**config.mk**
```make
export PLATFORM = sky130hd
export DESIGN_NAME = tdm_deser4_flat
export DESIGN_NICKNAME = d
export VERILOG_FILES = /design/src/rtl/tdm_deser4_if.sv /design/src/rtl/tdm_deser4.sv /design/src/flat_wrapper.sv
export SDC_FILE = /design/constraint.sdc
export NUM_CORES = 1
export LEC_CHECK = 0
export ABC_AREA = 0
export BUFFER_PORTS_ARGS = -buffer_cell sky130_fd_sc_hd__buf_2
export CAP_MARGIN = 20
export CORE_MARGIN = 2
export CORE_UTILIZATION = 35
export DETAILED_ROUTE_END_ITERATION = 12
export SYNTH_ARGS = -nofsm -noshare
export SYNTH_HDL_FRONTEND = slang
export SYNTH_SLANG_ARGS = --single-unit
```
**constraint.sdc**
```tcl
create_clock -name clk -period 3.5 [get_ports clk]
set_input_delay 0.35 -clock clk [delete_from_list [all_inputs] [get_ports clk]]
set_output_delay 0.35 -clock clk [all_outputs]
set_load 0.01 [all_outputs]
```
**src/rtl/tdm_deser4_if.sv**
```systemverilog
`default_nettype none
// ============================================================================
// Module      : tdm_deser4_if
// Description : Serial input and per-channel parallel output bundle of the
//               four-channel TDM deserializer.
// Revision    : 1.0 - initial release
// ============================================================================
interface tdm_deser4_if #(
    parameter int WIDTH = 8
);
    logic             en;
    logic             din;
    logic             sync;
    logic             s1;
    logic             s0;
    logic [WIDTH-1:0] ch_data0;
    logic [WIDTH-1:0] ch_data1;
    logic [WIDTH-1:0] ch_data2;
    logic [WIDTH-1:0] ch_data3;
    logic [3:0]       ch_valid;
    logic             locked;
    logic             frame_err;

    modport master (
        output en, din, sync,
        input  s1, s0, ch_data0, ch_data1, ch_data2, ch_data3,
        input  ch_valid, locked, frame_err
    );

    modport slave (
        input  en, din, sync,
        output s1, s0, ch_data0, ch_data1, ch_data2, ch_data3,
        output ch_valid, locked, frame_err
    );
endinterface
`default_nettype wire

```
**src/rtl/tdm_deser4.sv**
```systemverilog
`default_nettype none
// ============================================================================
// Module      : tdm_deser4
// Description : Four-channel TDM deserializer with HUNT/RUN frame alignment
//               on a sync marker; per-channel words with one-clk valid pulses.
// Revision    : 1.0 - initial release
// ============================================================================
module tdm_deser4 #(
    parameter int WIDTH = 8
) (
    input  wire logic    clk,
    input  wire logic    rst_n,
    tdm_deser4_if.slave  bus
);
    localparam int       c_CNT_W = (WIDTH > 1) ? $clog2(WIDTH) : 1;
    localparam logic [0:0] c_HUNT = 1'b0;
    localparam logic [0:0] c_RUN  = 1'b1;

    logic [0:0]         r_state, w_state_nxt;
    logic [c_CNT_W-1:0] r_bit_cnt, w_bit_cnt_nxt;
    logic [1:0]         r_ch_cnt, w_ch_cnt_nxt;
    logic [WIDTH-1:0]   r_shift, w_shift_nxt, w_shift_in;
    logic [WIDTH-1:0]   r_ch_data [4];
    logic [WIDTH-1:0]   w_ch_data_nxt [4];
    logic [3:0]         r_ch_valid, w_ch_valid_nxt;
    logic               r_frame_err, w_frame_err_nxt;
    logic               w_at_expected;
    logic               w_last_bit;

    assign w_at_expected = (r_bit_cnt == '0) && (r_ch_cnt == 2'd0);
    assign w_last_bit    = (r_bit_cnt == c_CNT_W'(WIDTH - 1));
    assign w_shift_in    = {r_shift[WIDTH-2:0], bus.din};

    always_ff @(posedge clk or negedge rst_n) begin
        if (!rst_n) begin
            r_state <= c_HUNT;
        end else begin
            r_state <= w_state_nxt;
        end
    end

    always_comb begin
        w_state_nxt = r_state;
        if (bus.en) begin
            case (r_state)
                c_HUNT:  if (bus.sync) w_state_nxt = c_RUN;
                c_RUN:   if (w_at_expected && !bus.sync) w_state_nxt = c_HUNT;
                default: w_state_nxt = c_HUNT;
            endcase
        end
    end

    // Next values for counters, shifter and registered outputs.
    always_comb begin
        w_bit_cnt_nxt   = r_bit_cnt;
        w_ch_cnt_nxt    = r_ch_cnt;
        w_shift_nxt     = r_shift;
        w_ch_data_nxt   = r_ch_data;
        w_ch_valid_nxt  = 4'b0000;
        w_frame_err_nxt = 1'b0;
        if (bus.en) begin
            case (r_state)
                c_HUNT: begin
                    if (bus.sync) begin
                        w_shift_nxt   = {{(WIDTH-1){1'b0}}, bus.din};
                        w_bit_cnt_nxt = c_CNT_W'(1);
                        w_ch_cnt_nxt  = 2'd0;
                    end
                end
                c_RUN: begin
                    if (w_at_expected && !bus.sync) begin
                        w_frame_err_nxt = 1'b1;
                        w_bit_cnt_nxt   = '0;
                        w_ch_cnt_nxt    = 2'd0;
                    end else if (!w_at_expected && bus.sync) begin
                        // Resync outranks slot completion: partial word is dropped.
                        w_frame_err_nxt = 1'b1;
                        w_shift_nxt     = {{(WIDTH-1){1'b0}}, bus.din};
                        w_bit_cnt_nxt   = c_CNT_W'(1);
                        w_ch_cnt_nxt    = 2'd0;
                    end else begin
                        w_shift_nxt = w_shift_in;
                        if (w_last_bit) begin
                            w_ch_data_nxt[r_ch_cnt] = w_shift_in;
                            w_ch_valid_nxt          = 4'b0001 << r_ch_cnt;
                            w_bit_cnt_nxt           = '0;
                            w_ch_cnt_nxt            = r_ch_cnt + 2'd1;
                        end else begin
                            w_bit_cnt_nxt = r_bit_cnt + c_CNT_W'(1);
                        end
                    end
                end
                default: begin
                    w_bit_cnt_nxt = '0;
                    w_ch_cnt_nxt  = 2'd0;
                end
            endcase
        end
    end

    always_ff @(posedge clk or negedge rst_n) begin
        if (!rst_n) begin
            r_bit_cnt   <= '0;
            r_ch_cnt    <= 2'd0;
            r_shift     <= '0;
            r_ch_data   <= '{default: '0};
            r_ch_valid  <= 4'b0000;
            r_frame_err <= 1'b0;
        end else begin
            r_bit_cnt   <= w_bit_cnt_nxt;
            r_ch_cnt    <= w_ch_cnt_nxt;
            r_shift     <= w_shift_nxt;
            r_ch_data   <= w_ch_data_nxt;
            r_ch_valid  <= w_ch_valid_nxt;
            r_frame_err <= w_frame_err_nxt;
        end
    end

    // Channel counter is forced to 0 on HUNT entry, so it doubles as the select.
    assign bus.s1        = r_ch_cnt[1];
    assign bus.s0        = r_ch_cnt[0];
    assign bus.ch_data0  = r_ch_data[0];
    assign bus.ch_data1  = r_ch_data[1];
    assign bus.ch_data2  = r_ch_data[2];
    assign bus.ch_data3  = r_ch_data[3];
    assign bus.ch_valid  = r_ch_valid;
    assign bus.locked    = (r_state == c_RUN);
    assign bus.frame_err = r_frame_err;
endmodule
`default_nettype wire

```
**src/flat_wrapper.sv**
```systemverilog
// flat-port wrapper written by rule: the top's interface ports become plain ports
module tdm_deser4_flat 
#(
    parameter int WIDTH = 8
)
  (clk, rst_n, bus_en, bus_din, bus_sync, bus_s1, bus_s0, bus_ch_data0, bus_ch_data1, bus_ch_data2, bus_ch_data3, bus_ch_valid, bus_locked, bus_frame_err);
  tdm_deser4_if #(.WIDTH(WIDTH)) bus_i ();
  input  wire logic clk;
  input  wire logic rst_n;
  input wire logic [$bits(bus_i.en)-1:0] bus_en;
  input wire logic [$bits(bus_i.din)-1:0] bus_din;
  input wire logic [$bits(bus_i.sync)-1:0] bus_sync;
  output wire logic [$bits(bus_i.s1)-1:0] bus_s1;
  output wire logic [$bits(bus_i.s0)-1:0] bus_s0;
  output wire logic [$bits(bus_i.ch_data0)-1:0] bus_ch_data0;
  output wire logic [$bits(bus_i.ch_data1)-1:0] bus_ch_data1;
  output wire logic [$bits(bus_i.ch_data2)-1:0] bus_ch_data2;
  output wire logic [$bits(bus_i.ch_data3)-1:0] bus_ch_data3;
  output wire logic [$bits(bus_i.ch_valid)-1:0] bus_ch_valid;
  output wire logic [$bits(bus_i.locked)-1:0] bus_locked;
  output wire logic [$bits(bus_i.frame_err)-1:0] bus_frame_err;
  assign bus_i.en = bus_en;
  assign bus_i.din = bus_din;
  assign bus_i.sync = bus_sync;
  assign bus_s1 = bus_i.s1;
  assign bus_s0 = bus_i.s0;
  assign bus_ch_data0 = bus_i.ch_data0;
  assign bus_ch_data1 = bus_i.ch_data1;
  assign bus_ch_data2 = bus_i.ch_data2;
  assign bus_ch_data3 = bus_i.ch_data3;
  assign bus_ch_valid = bus_i.ch_valid;
  assign bus_locked = bus_i.locked;
  assign bus_frame_err = bus_i.frame_err;
  tdm_deser4 #(.WIDTH(WIDTH)) u_core (.clk(clk), .rst_n(rst_n), .bus(bus_i));
endmodule
```
### Word-level counts from Yosys, hierarchy flattened

Cells that the tools add are included.

| operators by class | value |
|---|---|
| $add $sub $neg | 2 |
| order comparisons | 2 |
| eq/ne operators | 4 |
| shift operators | 1 |
| mux-type cells | 29 |
| bitwise gates (word level) | 4 |
| reductions and logical operators | 12 |

Operator list:

| cell | number |
|---|---|
| bitwise mux 32 bit | 1 |
| two-way mux 7 bit | 3 |
| two-way mux 4 bit | 5 |
| demux 8 bit (select 2 bit) | 1 |
| case mux 7 bit (2 select lines) | 1 |
| two-way mux 3 bit | 4 |
| two-way mux 2 bit | 4 |
| two-way mux 8 bit | 1 |
| two-way mux 1 bit | 6 |
| case mux 3 bit (2 select lines) | 1 |
| AND reduction 3 bit | 2 |
| AND reduction 5 bit | 1 |
| logical AND 1 bit | 4 |
| != test 2 bit (second input constant) | 2 |
| != test 4 bit (second input constant) | 1 |
| case mux 2 bit (2 select lines) | 1 |
| << shifter 1 x 2 -> 4 bit (first input constant) | 1 |
| adder 3 x 1 -> 3 bit (second input constant) | 1 |
| equality test 3 bit (second input constant) | 1 |
| >= comparator 3 bit (second input constant) | 1 |
| logical NOT 3 bit | 1 |
| < comparator 3 x 1 -> 1 bit (second input constant) | 1 |
| inverter 1 bit | 3 |
| inverter 2 -> 3 bit | 1 |
| 5 further kinds | 6 |

| word-level totals | value |
|---|---|
| flip-flop bits (word level) | 50 |
| input bits | 5 |

### Depth between registers and ports, before layout

Gate-level depths: netlist of the first run.

| depth | value |
|---|---|
| word-level depth | 8 |
| mapped depth | 10 |
| mapped depth without buffers | 9 |

### Least setup slack after synthesis of the first run

OpenSTA, ideal clock, no wires.

| timing path | value |
|---|---|
| kind | reg-to-reg |
| start point | reg u_core.r_ch_cnt[0] |
| end point | reg u_core.r_ch_data (netlist bit u_core.bus.ch_data1[0]) |
| library setup time | 0.125 ns |
| data arrival time | 2.066 ns |
| required time | 3.375 ns |
| slack | 1.309 ns |
| stages on the path, launching flop included | 11 |
| clock period less this slack | 2.191 ns |
| cells stage by stage | dfrtp_1 -> inv_1 -> ha_1 -> nand2_1 -> or2_2 -> inv_1 -> ha_1 -> and4_1 -> buf_6 -> nand2_8 -> mux2_4 |

| on the way | value |
|---|---|
| word-level cells in the longest chain between the ends | 6 |
| elaborated cells between the ends (all ways) | 15 |
| those cells by class | order compare: 2; mux: 3; bitwise: 3; reduce/logical: 7 |

Ends and longest elaborated chain:

| element | RTL line | RTL |
|---|---|---|
| from (decl) | tdm_deser4.sv:21 | `logic [1:0] r_ch_cnt, w_ch_cnt_nxt;` |
| from (signal assigned) | tdm_deser4.sv:111 | `r_ch_cnt <= w_ch_cnt_nxt;` |
| inverter 2 -> 3 bit (not written as such) or logical NOT 2 bit (tied branches) | tdm_deser4.sv:84, tdm_deser4.sv:30 |  |
| >= comparator 3 bit (not written as such), or another cell as far along | tdm_deser4.sv:84 | `w_ch_data_nxt[r_ch_cnt] = w_shift_in;` |
| logical AND 1 bit (not written as such) or logical NOT 1 bit (tied branches) | tdm_deser4.sv:84, tdm_deser4.sv:75 |  |
| two-way mux 8 bit (not written as such) or logical AND 1 bit (tied branches) | tdm_deser4.sv:84, tdm_deser4.sv:75 |  |
| demux 8 bit (select 2 bit) or inverter 1 bit (tied branches) | n/a |  |
| bitwise mux 32 bit or AND reduction 5 bit (tied branches) | n/a |  |
| to (signal assigned) | tdm_deser4.sv:113 | `r_ch_data <= w_ch_data_nxt;` |
| to (decl) | tdm_deser4.sv:23 | `logic [WIDTH-1:0] r_ch_data [4];` |

Parallel ways exist; a longest one is shown, timed or not.
A chain may end at the register's enable or synchronous reset.

### Final worst setup path of the first run

| timing path | value |
|---|---|
| start point | reg u_core.r_ch_cnt[0] |
| end point | reg u_core.r_ch_data (netlist bit u_core.bus.ch_data1[3]) |

The elaborated chain is that of the path after synthesis.

==> impl_results.md, run 1 <==
- Avg WL per Cell: ~14 microns
- TritonRoute pass-1 iters: 4
- Pwr Total: 1207 uW
- Detailed Route Iter0 Violations: 61
- Routed vias: 1277
- DP Wirelength: 2840 microns
- WS Path Type: reg2reg
- Cell Rows: 29
- Status: complete, no violations
- Largest net degree at the start of global routing: 51
- Finished Cell Area: around 2600 sq um
- Worst slew pin tran: 0.5535 ns
- YS warnings: 0
- Nets: 217
- Die Y-Extent: 83.97 microns
- Ranking of synthesized cells by area: dfrtp_1, mux2_4, ha_1
- Share of cells above drive strength 1: 0.4657
- Worst-path clk slew: around 0.09 ns
- Routed Antenna Nets: 0
- H-tree levels: 2
- Core Area: 6277 sq um
- GR Layer Usage met2: 0.1833
- MaxCap Viol Count: 0
- Placement Cell Area: 2525 sq um
- Skew final: between 0.006 and 0.007 ns
- IO Count: 45
- Post-synth top area share: 0.5590
- Clock Sinks: 50
- WP data arrival: 2.66 ns
- RSZ-0062 raised after global routing: false
- Top cells by count, synth: dfrtp_1, mux2_4, inv_1
- Max Slew Vio Count: 0
- Global-route track usage on met1: 0.1529
- Async set-or-reset flop fraction in the synthesized netlist: 1.000
- Final Cycle Share: 0.7059
- Final core utilization: 0.4214
- HP Class: in2reg
- Setup_tns: 0 ns
- Final RePlAce weighted congestion: about 0.70
- Hold Vio Cnt, Final: 0
- Clk buf depth: 2
- Initial Util: 0.3566
- Critical Path Start Type: flop
- Via density: about 4.5
- Worst vdd ir: ~0.00016 V
- Pre-CTS WS: approximately 1.0 ns
- Congestion Overflow GR: 0
- Required @ worst endpoint: 3.69 ns
- Synth Net Count: 168
- Count leader, synth: dfrtp_1
- Synth cell types: 28
- IO Port Bufs: 44
- Max Fclk: 0.4048 GHz
- Syn avg cell area: 14.54 sq um
- Resize count post-CTS: 0
- CTS Buf Count: 5
- Final WS setup: 1.029 ns
- Crit. End Element: flop
- GRT busiest layer: met2
- Synthesized area: 2238 sq um
- Drt drc: 0
- Vias in the first global route: 1280
- Latest clock arrival within the worst-skew pair: 0.31 ns
- Final wirelength: 3950 microns
- Sequential-to-total area share from yosys stat: 0.5590
- First-pass GRT wire length: between 6000 and 7000 microns
- Leakage: 0.001491 uW
- Initial antenna violation count: 0
- Die area: 7051 sq um
- Yosys top cell by area: dfrtp_1
- Worst rel slew slack: 0.6310
- Synth Instances: around 150
- Post-synth EDFFs: 0
- GRT met3 Usage: 0.02868
- All-layer global routing usage: 0.1182
- Post-CTS Setup Bufs: 0
- Synth Register Bits: 50
- CTS tree: done
- Syn-to-layout area delta: 18.17%
- Power Density: 456.5 nW/um^2
- Crit path max fanout: 8
- Diodes inserted: 0
- Synth Flop Type: dfrtp_1
- Die Span X: ~84 microns
- Final min period: 2.471 ns
- Endpoints failing setup: 0
- Root Buffer Master: clkbuf_8
## power breakdown
group / total, uW / leakage, uW / switching, uW / internal [uW]
Clock: 331 / 0.0000441 / 190 / 141
Combinational: 216 / 0.000758 / 120 / 95.8
Sequential: 661 / 0.000688 / 46.0 / 615
## flip-flops by register name (all words and copies together), names as in the netlist
register	flops
u_core.bus.locked	1
u_core.r_bit_cnt	3
u_core.bus.ch_valid	4
u_core.r_shift	7
u_core.bus.ch_data0	8
u_core.r_ch_cnt	2
u_core.bus.ch_data3	8
u_core.bus.ch_data1	8
u_core.bus.ch_data2	8
u_core.bus.frame_err	1
## worst paths after layout
kind,to,slack [ns],startpoint,depth (start not counted)
min,u_core.bus.frame_err$_DFF_PN0_,0.31,bus_en,3
min in group asynchronous,u_core.bus.ch_data2[2]$_DFFE_PN0P_,0.43,rst_n,2
max in group asynchronous,u_core.r_ch_cnt[0]$_DFFE_PN0P_,2.59,rst_n,3
max,u_core.bus.ch_data1[3]$_DFFE_PN0P_,1.03,u_core.r_ch_cnt[0]$_DFFE_PN0P_,9
max reg2reg,u_core.bus.ch_data1[3]$_DFFE_PN0P_,1.03,u_core.r_ch_cnt[0]$_DFFE_PN0P_,9
min reg2reg,u_core.bus.ch_data0[7]$_DFFE_PN0P_,0.51,u_core.bus.ch_data0[7]$_DFFE_PN0P_,1
## cell type report
class                      count  area, sq um
multi-input combinational     86        904.6
inverter                      14        52.55
clock inverter                 3        21.27
sequential                    50         1251
timing repair buffer          46        250.2
fill                         588         3632
tap                           77        96.34
clock buffer                   5        68.82
## placed cells by master, fill, tap and decap left out, types with 2 or more instances in the layout
| cell | Yosys | layout |
|---|---|---|
| clkbuf_8 | 0 | 5 |
| nor2_1 | 3 | 3 |
| mux2i_1 | 7 | 7 |
| mux2_4 | 24 | 24 |
| ha_1 | 9 | 9 |
| and2_1 | 4 | 4 |
| mux2_2 | 10 | 10 |
| dfrtp_1 | 50 | 50 |
| buf_2 | 0 | 44 |
| nand2_8 | 3 | 3 |
| o21ai_0 | 2 | 2 |
| nand2_1 | 10 | 10 |
| inv_1 | 14 | 14 |
## critical path: stages, from the launching register on
cell and delay, ns:
dfrtp_1 0.44, inv_1 0.10, ha_1 0.20, nand2_1 0.06
or2_2 0.28, inv_1 0.06, ha_1 0.16, and4_1 0.57
nand2_8 0.15, mux2_4 0.32
## through the flow
step / cells / hold slack (ns)
floorplan: 154 / 0.05441
finish: 281 / 0.3084
detailed placement: 271 / 0.4911
global placement: 271 / 0.4859
global route: 281 / 0.3056
CTS: 279 / 0.2726
## metal layers
metal,vias to the layer above,routed length [microns]
li1,617,-
met1,628,1809
met2,24,1882
met3,8,146
met4,0,111
met5,-,0
## what timing repair did
| item | CTS | global route |
|---|---|---|
| hold endpoints to repair | 0 | 7 |
| setup endpoints to repair | 0 | 0 |
| hold buffers | 0 | 1 |
## kinds of logic (layout without fill, tap and decap cells)
| kind of cell | count (synthesis) | in the layout | share of synthesized area |
|---|---|---|---|
| fa+ha+maj | 9 | 9 | 0.05031 |
| flops | 50 | 50 | 0.5590 |
| mux | 41 | 41 | 0.2426 |
| simple gates | 28 | 28 | 0.08385 |
| compound gates | 8 | 8 | 0.02739 |
| buf+inv | 18 | 68 | 0.03689 |
Power figures use the tool's default switching activity.
==> inputs of run 2 (changes only) <==
==> constraint.sdc (replaced) <==
create_clock -name clk -period 2.4 [get_ports clk]
set_input_delay 0.24 -clock clk [delete_from_list [all_inputs] [get_ports clk]]
set_output_delay 0.24 -clock clk [all_outputs]
set_load 0.01 [all_outputs]
==> run 2 against run 1 <==
Compared with the run above: first-iteration DRC count shrank 57%; sequential cell count is the same; via count grew 2.8%; critical endpoint is now u_core.bus.ch_data3[4]$_DFFE_PN0P_; critical path type unchanged; die area is the same; sequential share of layout area shrank 0.92 points; routed wire length grew 5.1%; non-clock buffer count grew 5.
==> impl_results.md, run 2 (synthesis results as in run 1) <==
- Share of cells above drive strength 1: 0.4833 (+0.01757)
- All-layer global routing usage: 0.1224 (+0.004116)
- Finished Layout Cells: 286 (+1.8%)
- Die Y-Extent: 83.97 microns (unchanged)
- HP Class: in2reg
- Final core utilization: 0.4297 (+0.008372)
- Crit-path max cell delay: 0.38 ns (-0.19 ns)
- TritonRoute pass-1 iters: 4 (unchanged)
- Post-CTS Setup Bufs: 0 (unchanged)
- Critical Path Start Type: flop
- Slowest cell on crit path: dfrtp_1
- Status: complete, no violations
- Crit-path cells: inv_1, ha_1, nand2_1, or2_2, inv_1, ha_1, and4_2, nand2_8, mux2_4
- Clock Sinks: 50 (unchanged)
- DP Wirelength: 3032 microns (+6.7%)
- Fill cell count: 614 (+4.4%)
- Crit path max fanout: 8 (unchanged)
- Drt drc: 0 (unchanged)
- Routed Antenna Nets: 0 (unchanged)
- Power Density: 707.3 nW/um^2 (+55%)
- Avg WL per Cell: 14.51 microns (+3.3%)
- Final min period: 2.253 ns (-0.2179 ns)
- Final Cycle Share: 0.9386 (+0.2327)
- Syn-to-layout area delta: 20.51%
- Cell Rows: 29 (unchanged)
- Worst rel slew slack: 0.5315 (-0.09951)
- Hold Vio Cnt, Final: 0 (unchanged)
- Crit. End Element: flop
- First-pass GRT wire length: 6789 microns (+5.1%)
- Via density: 4.591 (+1.0%)
- CTS Buf Count: 5 (unchanged)
- Most common cell after layout, fill and taps aside: dfrtp_1
- Detailed Route Iter0 Violations: 26 (-57%)
- Die area: 7051 sq um (unchanged)
- Core Area: 6277 sq um (unchanged)
- Root Buffer Master: clkbuf_8
- Diodes inserted: 0 (unchanged)
- Die Span X: 83.97 microns (unchanged)
- IO Port Bufs: 44 (unchanged)
- Setup_tns: 0 ns (unchanged)
- Required @ worst endpoint: 2.59 ns (-1.10 ns)
- CTS tree: done
- Initial antenna violation count: 0 (unchanged)
- Latest clock arrival within the worst-skew pair: 0.31 ns (about the same)
- H-tree levels: 2 (unchanged)
- RSZ-0062 raised after global routing: false
- Finished Cell Area: 2698 sq um (+2.0%)
- Pwr Total: 1908 uW (+58%)
- Final RePlAce weighted congestion: 0.7294 (+3.6%)
- WS Path Type: reg2reg
- IO Count: 45 (unchanged)
- MaxCap Viol Count: 0 (unchanged)
- Max Slew Vio Count: 0 (unchanged)
- Most frequent cells in the layout: dfrtp_1, buf_2, mux2_4, inv_1
- Congestion Overflow GR: 0 (unchanged)
- Worst-path clk slew: 0.09 ns (about the same)
- Vias in the first global route: 1356 (+5.9%)
- Endpoints failing setup: 0 (unchanged)
- Worst slew pin tran: 0.7027 ns (+0.1493 ns)
- Largest net degree at the start of global routing: 32 (-37%)
- Placed Cells: 277 (+2.2%)
- Skew final: 0.01424 ns (+0.007646 ns)
- Leakage: 0.001526 uW (+2.4%)
- Max Fclk: 0.4439 GHz (+9.7%)
- Initial Util: 0.3566 (unchanged)
- Final wirelength: 4151 microns (+5.1%)
- Worst vdd ir: 0.0003005 V (+87%)
- Nets: 222 (+2.3%)
- Routed vias: 1313 (+2.8%)
- Placement Cell Area: 2570 sq um (+1.8%)
- WP data arrival: 2.44 ns (-0.22 ns)
- Flop2flop setup slack: 0.15 ns (-0.88 ns)
- Clk buf depth: 2 (unchanged)
[run 2: changes by cell type in the layout (fill, tap and decap cells not counted), sizes merged]
cell,delta
buf,+5
bufinv,+1
clkinv,-1
clkinvlp,-1
inv,+1
[run 2: path summary, 6_finish.rpt]
check                                                    from                            endpoint  cells after the start
setup / recovery               u_core.r_ch_cnt[1]$_DFFE_PN0P_  u_core.bus.ch_data3[4]$_DFFE_PN0P_                      9
hold / removal                                         bus_en      u_core.bus.frame_err$_DFF_PN0_                      3
setup reg to reg               u_core.r_ch_cnt[1]$_DFFE_PN0P_  u_core.bus.ch_data3[4]$_DFFE_PN0P_                      9
hold reg to reg            u_core.bus.ch_data0[7]$_DFFE_PN0P_  u_core.bus.ch_data0[7]$_DFFE_PN0P_                      1
max in group asynchronous                               rst_n  u_core.bus.ch_data2[4]$_DFFE_PN0P_                      3
min in group asynchronous                               rst_n  u_core.bus.ch_data3[7]$_DFFE_PN0P_                      2
[run 2: critical path, delay by kind of cell, from the launching register on]
family	cells	cell delay, ns
adders and majority gates	2	0.45
buffers and inverters	2	0.15
and+or+nand+nor	4	0.85
DFF	1	0.38
muxes	1	0.31
[run 2: power by group]
group | total, uW | internal [uW] | switching [uW] | leakage [uW]
sequential | 957 | 897 | 60.5 | 0.000688
combinational | 345 | 159 | 186 | 0.000779
clock | 605 | 316 | 289 | 0.0000587
total | 1910 | 1370 | 536 | 0.00153
[run 2: area by class of cell]
class,count,area (sq um),area share
clock buffer,5,68.82,0.02551
clock inverter,3,47.55,0.01763
inverter,14,52.55,0.01948
multi-input combinational,86,905.9,0.3358
sequential,50,1251,0.4638
tap,77,96.34,0.03571
timing repair buffer,51,275.3,0.1020
[run 2: per-stage QoR]
step / hold WS, ns / setup WS, ns
after floorplan: -0.05559 / 0.2089
after global placement: 0.3236 / 0.05809
after detailed placement: 0.3287 / 0.008033
after CTS: 0.1911 / 0.1303
after global routing: 0.1850 / 0.02068
final: 0.1938 / 0.1473
[run 2: what timing repair did]
action | in CTS | in global routing
setup endpoints to repair | 8 | 0
endpoints found under the hold margin | 26 | 0
hold buffers | 1 | 0
gates resized for setup | 1 | 0
[run 2: routing by layer]
| metal | share of wire | track usage | vias to the layer above |
|---|---|---|---|
| met2 | 0.50 | 0.2036 | 26 |
| met1 | 0.45 | 0.1558 | 663 |
| met3 | 0.040 | 0.02671 | 4 |
| met5 | 0 | 0 | - |
| li1 | - | - | 620 |
| met4 | 0.016 | 0.04692 | 0 |
==> inputs of run 3 (changes only) <==
--- a/config.mk
+++ b/config.mk
@@ -11,6 +11,7 @@
 export CORE_MARGIN = 2
 export CORE_UTILIZATION = 35
 export DETAILED_ROUTE_END_ITERATION = 12
+export REMOVE_ABC_BUFFERS = 1
 export SYNTH_ARGS = -nofsm -noshare
 export SYNTH_HDL_FRONTEND = slang
 export SYNTH_SLANG_ARGS = --single-unit
==> run 3 against run 2 <==
Compared with the run above: sequential share of layout area rose by 0.88 points; design area down 1.9%; sequential cell count unchanged; maximum frequency down 0.41%; critical endpoint is now u_core.bus.ch_data1[3]$_DFFE_PN0P_; largest power group unchanged.
==> impl_results.md, run 3 (synthesis results as in run 1) <==
- Status: complete, no violations
- WS Path Type: reg2reg
- Cell Rows: 29 (unchanged)
- Max Slew Vio Count: 0 (unchanged)
- CTS tree: done
- Reg2reg start: u_core.r_ch_cnt[1]$_DFFE_PN0P_
- MaxCap Viol Count: 0 (unchanged)
- Top cell family by delay on the critical path: simple AND/OR/NAND/NOR gates
- Via density: 4.576 (-0.33%)
- First-pass GRT wire length: 6831 microns (+0.62%)
- Initial Util: 0.3566 (unchanged)
- Final Cycle Share: 0.9425 (+0.003840)
- Reg2reg path depth: 9 (unchanged)
- Worst rel slew slack: 0.5865 (+0.05502)
- Endpoints failing setup: 0 (unchanged)
- Final RePlAce weighted congestion: 0.7152 (-1.9%)
- Skew final: 0.008741 ns (-0.005497 ns)
- Buffers & Inverters on Critical Path: 2 (unchanged)
- HP Class: in2async
- Pre-CTS WS: 0.01416 ns (+0.006128 ns)
- Syn-to-layout area delta: 18.28%
- Hold Buf Count CTS: 0 (-1)
- Power Density: 673.3 nW/um^2 (-4.8%)
- Worst-path clk slew: 0.09 ns (about the same)
- Initial antenna violation count: 0 (unchanged)
- Detailed Route Iter0 Violations: 42 (+62%)
- Largest net degree at the start of global routing: 51 (+59%)
- TritonRoute pass-1 iters: 4 (unchanged)
- Crit Reg-Reg Endpoint: u_core.bus.ch_data1[3]$_DFFE_PN0P_
- Required @ worst endpoint: 2.58 ns (about the same)
- Final core utilization: 0.4218 (-0.007973)
- IO Port Bufs: 44 (unchanged)
- Vias in the first global route: 1349 (-0.52%)
- Congestion Overflow GR: 0 (unchanged)
- H-tree levels: 2 (unchanged)
- Share of cells above drive strength 1: 0.4806 (-0.002671)
- Hold Vio Cnt, Final: 0 (unchanged)
- Crit-path max cell delay: 0.38 ns (about the same)
- Nets: 220 (-0.90%)
- WP data arrival: 2.44 ns (about the same)
- RSZ-0062 raised after global routing: false
- CTS Buf Count: 5 (unchanged)
- Avg WL per Cell: 14.31 microns (-1.4%)
- Crit. End Element: flop
- Die Y-Extent: 83.97 microns (unchanged)
- IO Count: 45 (unchanged)
- Final min period: 2.262 ns (+0.009216 ns)
- Crit path depth: 9 (unchanged)
- Root Buffer Master: clkbuf_8
- Slowest cell on crit path: dfrtp_1
- Die area: 7051 sq um (unchanged)
- Clock Sinks: 50 (unchanged)
- Finished Cell Area: 2648 sq um (-1.9%)
- All-layer global routing usage: 0.1215 (-0.0008635)
- Most common cell after layout, fill and taps aside: dfrtp_1
- Routed Antenna Nets: 0 (unchanged)
- Crit path max fanout: 8 (unchanged)
- Crit path launch: u_core.r_ch_cnt[1]$_DFFE_PN0P_
- Placement Cell Area: 2562 sq um (-0.29%)
- Fill cell count: 602 (-2.0%)
- Worst vdd ir: 0.0001916 V (-36%)
- Crit-path cells: inv_1, ha_1, nand2_1, or2_2, inv_1, ha_1, and4_2, nand2_8, mux2_4
- Post-CTS Setup Bufs: 0 (unchanged)
- Worst slew pin tran: 0.6202 ns (-0.08253 ns)
- Flop2flop setup slack: 0.14 ns (about the same)
- Setup_tns: 0 ns (unchanged)
- Core Area: 6277 sq um (unchanged)
- DP Wirelength: 2939 microns (-3.1%)
- Leakage: 0.001494 uW (-2.1%)
- Final wirelength: 4051 microns (-2.4%)
- Max Fclk: 0.4421 GHz (-0.41%)
- Drt drc: 0 (unchanged)
- Routed vias: 1295 (-1.4%)
- Latest clock arrival within the worst-skew pair: 0.30 ns (about the same)
- Most frequent cells in the layout: dfrtp_1, buf_2, mux2_4, inv_1
- Diodes inserted: 0 (unchanged)
- Final WS setup: 0.1381 ns (-0.009216 ns)
- Critical Path Start Type: flop
- Die Span X: 83.97 microns (unchanged)
- Clk buf depth: 2 (unchanged)
==> run 3: cell count changes in the layout (fill, tap and decap cells not counted), sizes merged <==
cell         change
buf              -1
dlygate4sd3      -1
inv              -1
bufinv           -1
clkinvlp         +2
clkinv           -1
==> run 3: metrics by stage <==
step                      total power (uW)  instances  hold slack [ns]
after floorplan                       1192        150         -0.05559
after global placement                1327        276           0.3895
after detailed placement              1336        276           0.3887
after CTS                             1808        283          0.06003
after global routing                  1893        283          0.08665
final                                 1783        283          0.02634
==> run 3: final cells by class <==
type	instances	area, sq um	share of cell area
multi-input cells	86	905.9	0.3422
flip-flops and latches	50	1251	0.4726
clock inverters	2	15.01	0.005671
well taps	77	96.34	0.03639
inverters	14	52.55	0.01985
clock buffers	5	68.82	0.02599
repair buffers	49	257.7	0.09735
==> run 3: repair_timing <==
action / in CTS / in global routing
endpoints found under the hold margin: 0 / 0
endpoints found under the setup margin: 3 / 0
gates resized for setup: 1 / 0
==> run 3: report_power, final <==
part           total [uW]  internal [uW]  leakage (uW)  switching, uW
logic                 349            158      0.000770            191
clock network         471            199     0.0000362            272
registers             962            897      0.000688           65.5
total                1780           1250       0.00149            528
==> run 3: how the worst max path moves through the flow <==
stage	endpoint	slack [ns]
5_1_grt	u_core.bus.ch_data3[7]$_DFFE_PN0P_	0.02
4_1_cts	u_core.bus.ch_data1[3]$_DFFE_PN0P_	0.13
2_1_floorplan	u_core.bus.ch_data1[2]$_DFFE_PN0P_	0.08
6_report	u_core.bus.ch_data1[3]$_DFFE_PN0P_	0.14
3_3_place_gp	u_core.bus.ch_data1[5]$_DFFE_PN0P_	0.05
3_5_place_dp	u_core.bus.ch_data1[0]$_DFFE_PN0P_	0.01
==> run 3: metal layers <==
| layer | GRT usage | part of all wire | routed length, microns | up-vias |
|---|---|---|---|---|
| li1 | - | - | - | 618 |
| met1 | 0.1658 | 0.46 | 1877 | 650 |
| met2 | 0.1949 | 0.49 | 1977 | 22 |
| met3 | 0.02077 | 0.033 | 135 | 5 |
| met4 | 0.04399 | 0.015 | 61 | 0 |
| met5 | 0 | 0 | 0 | - |
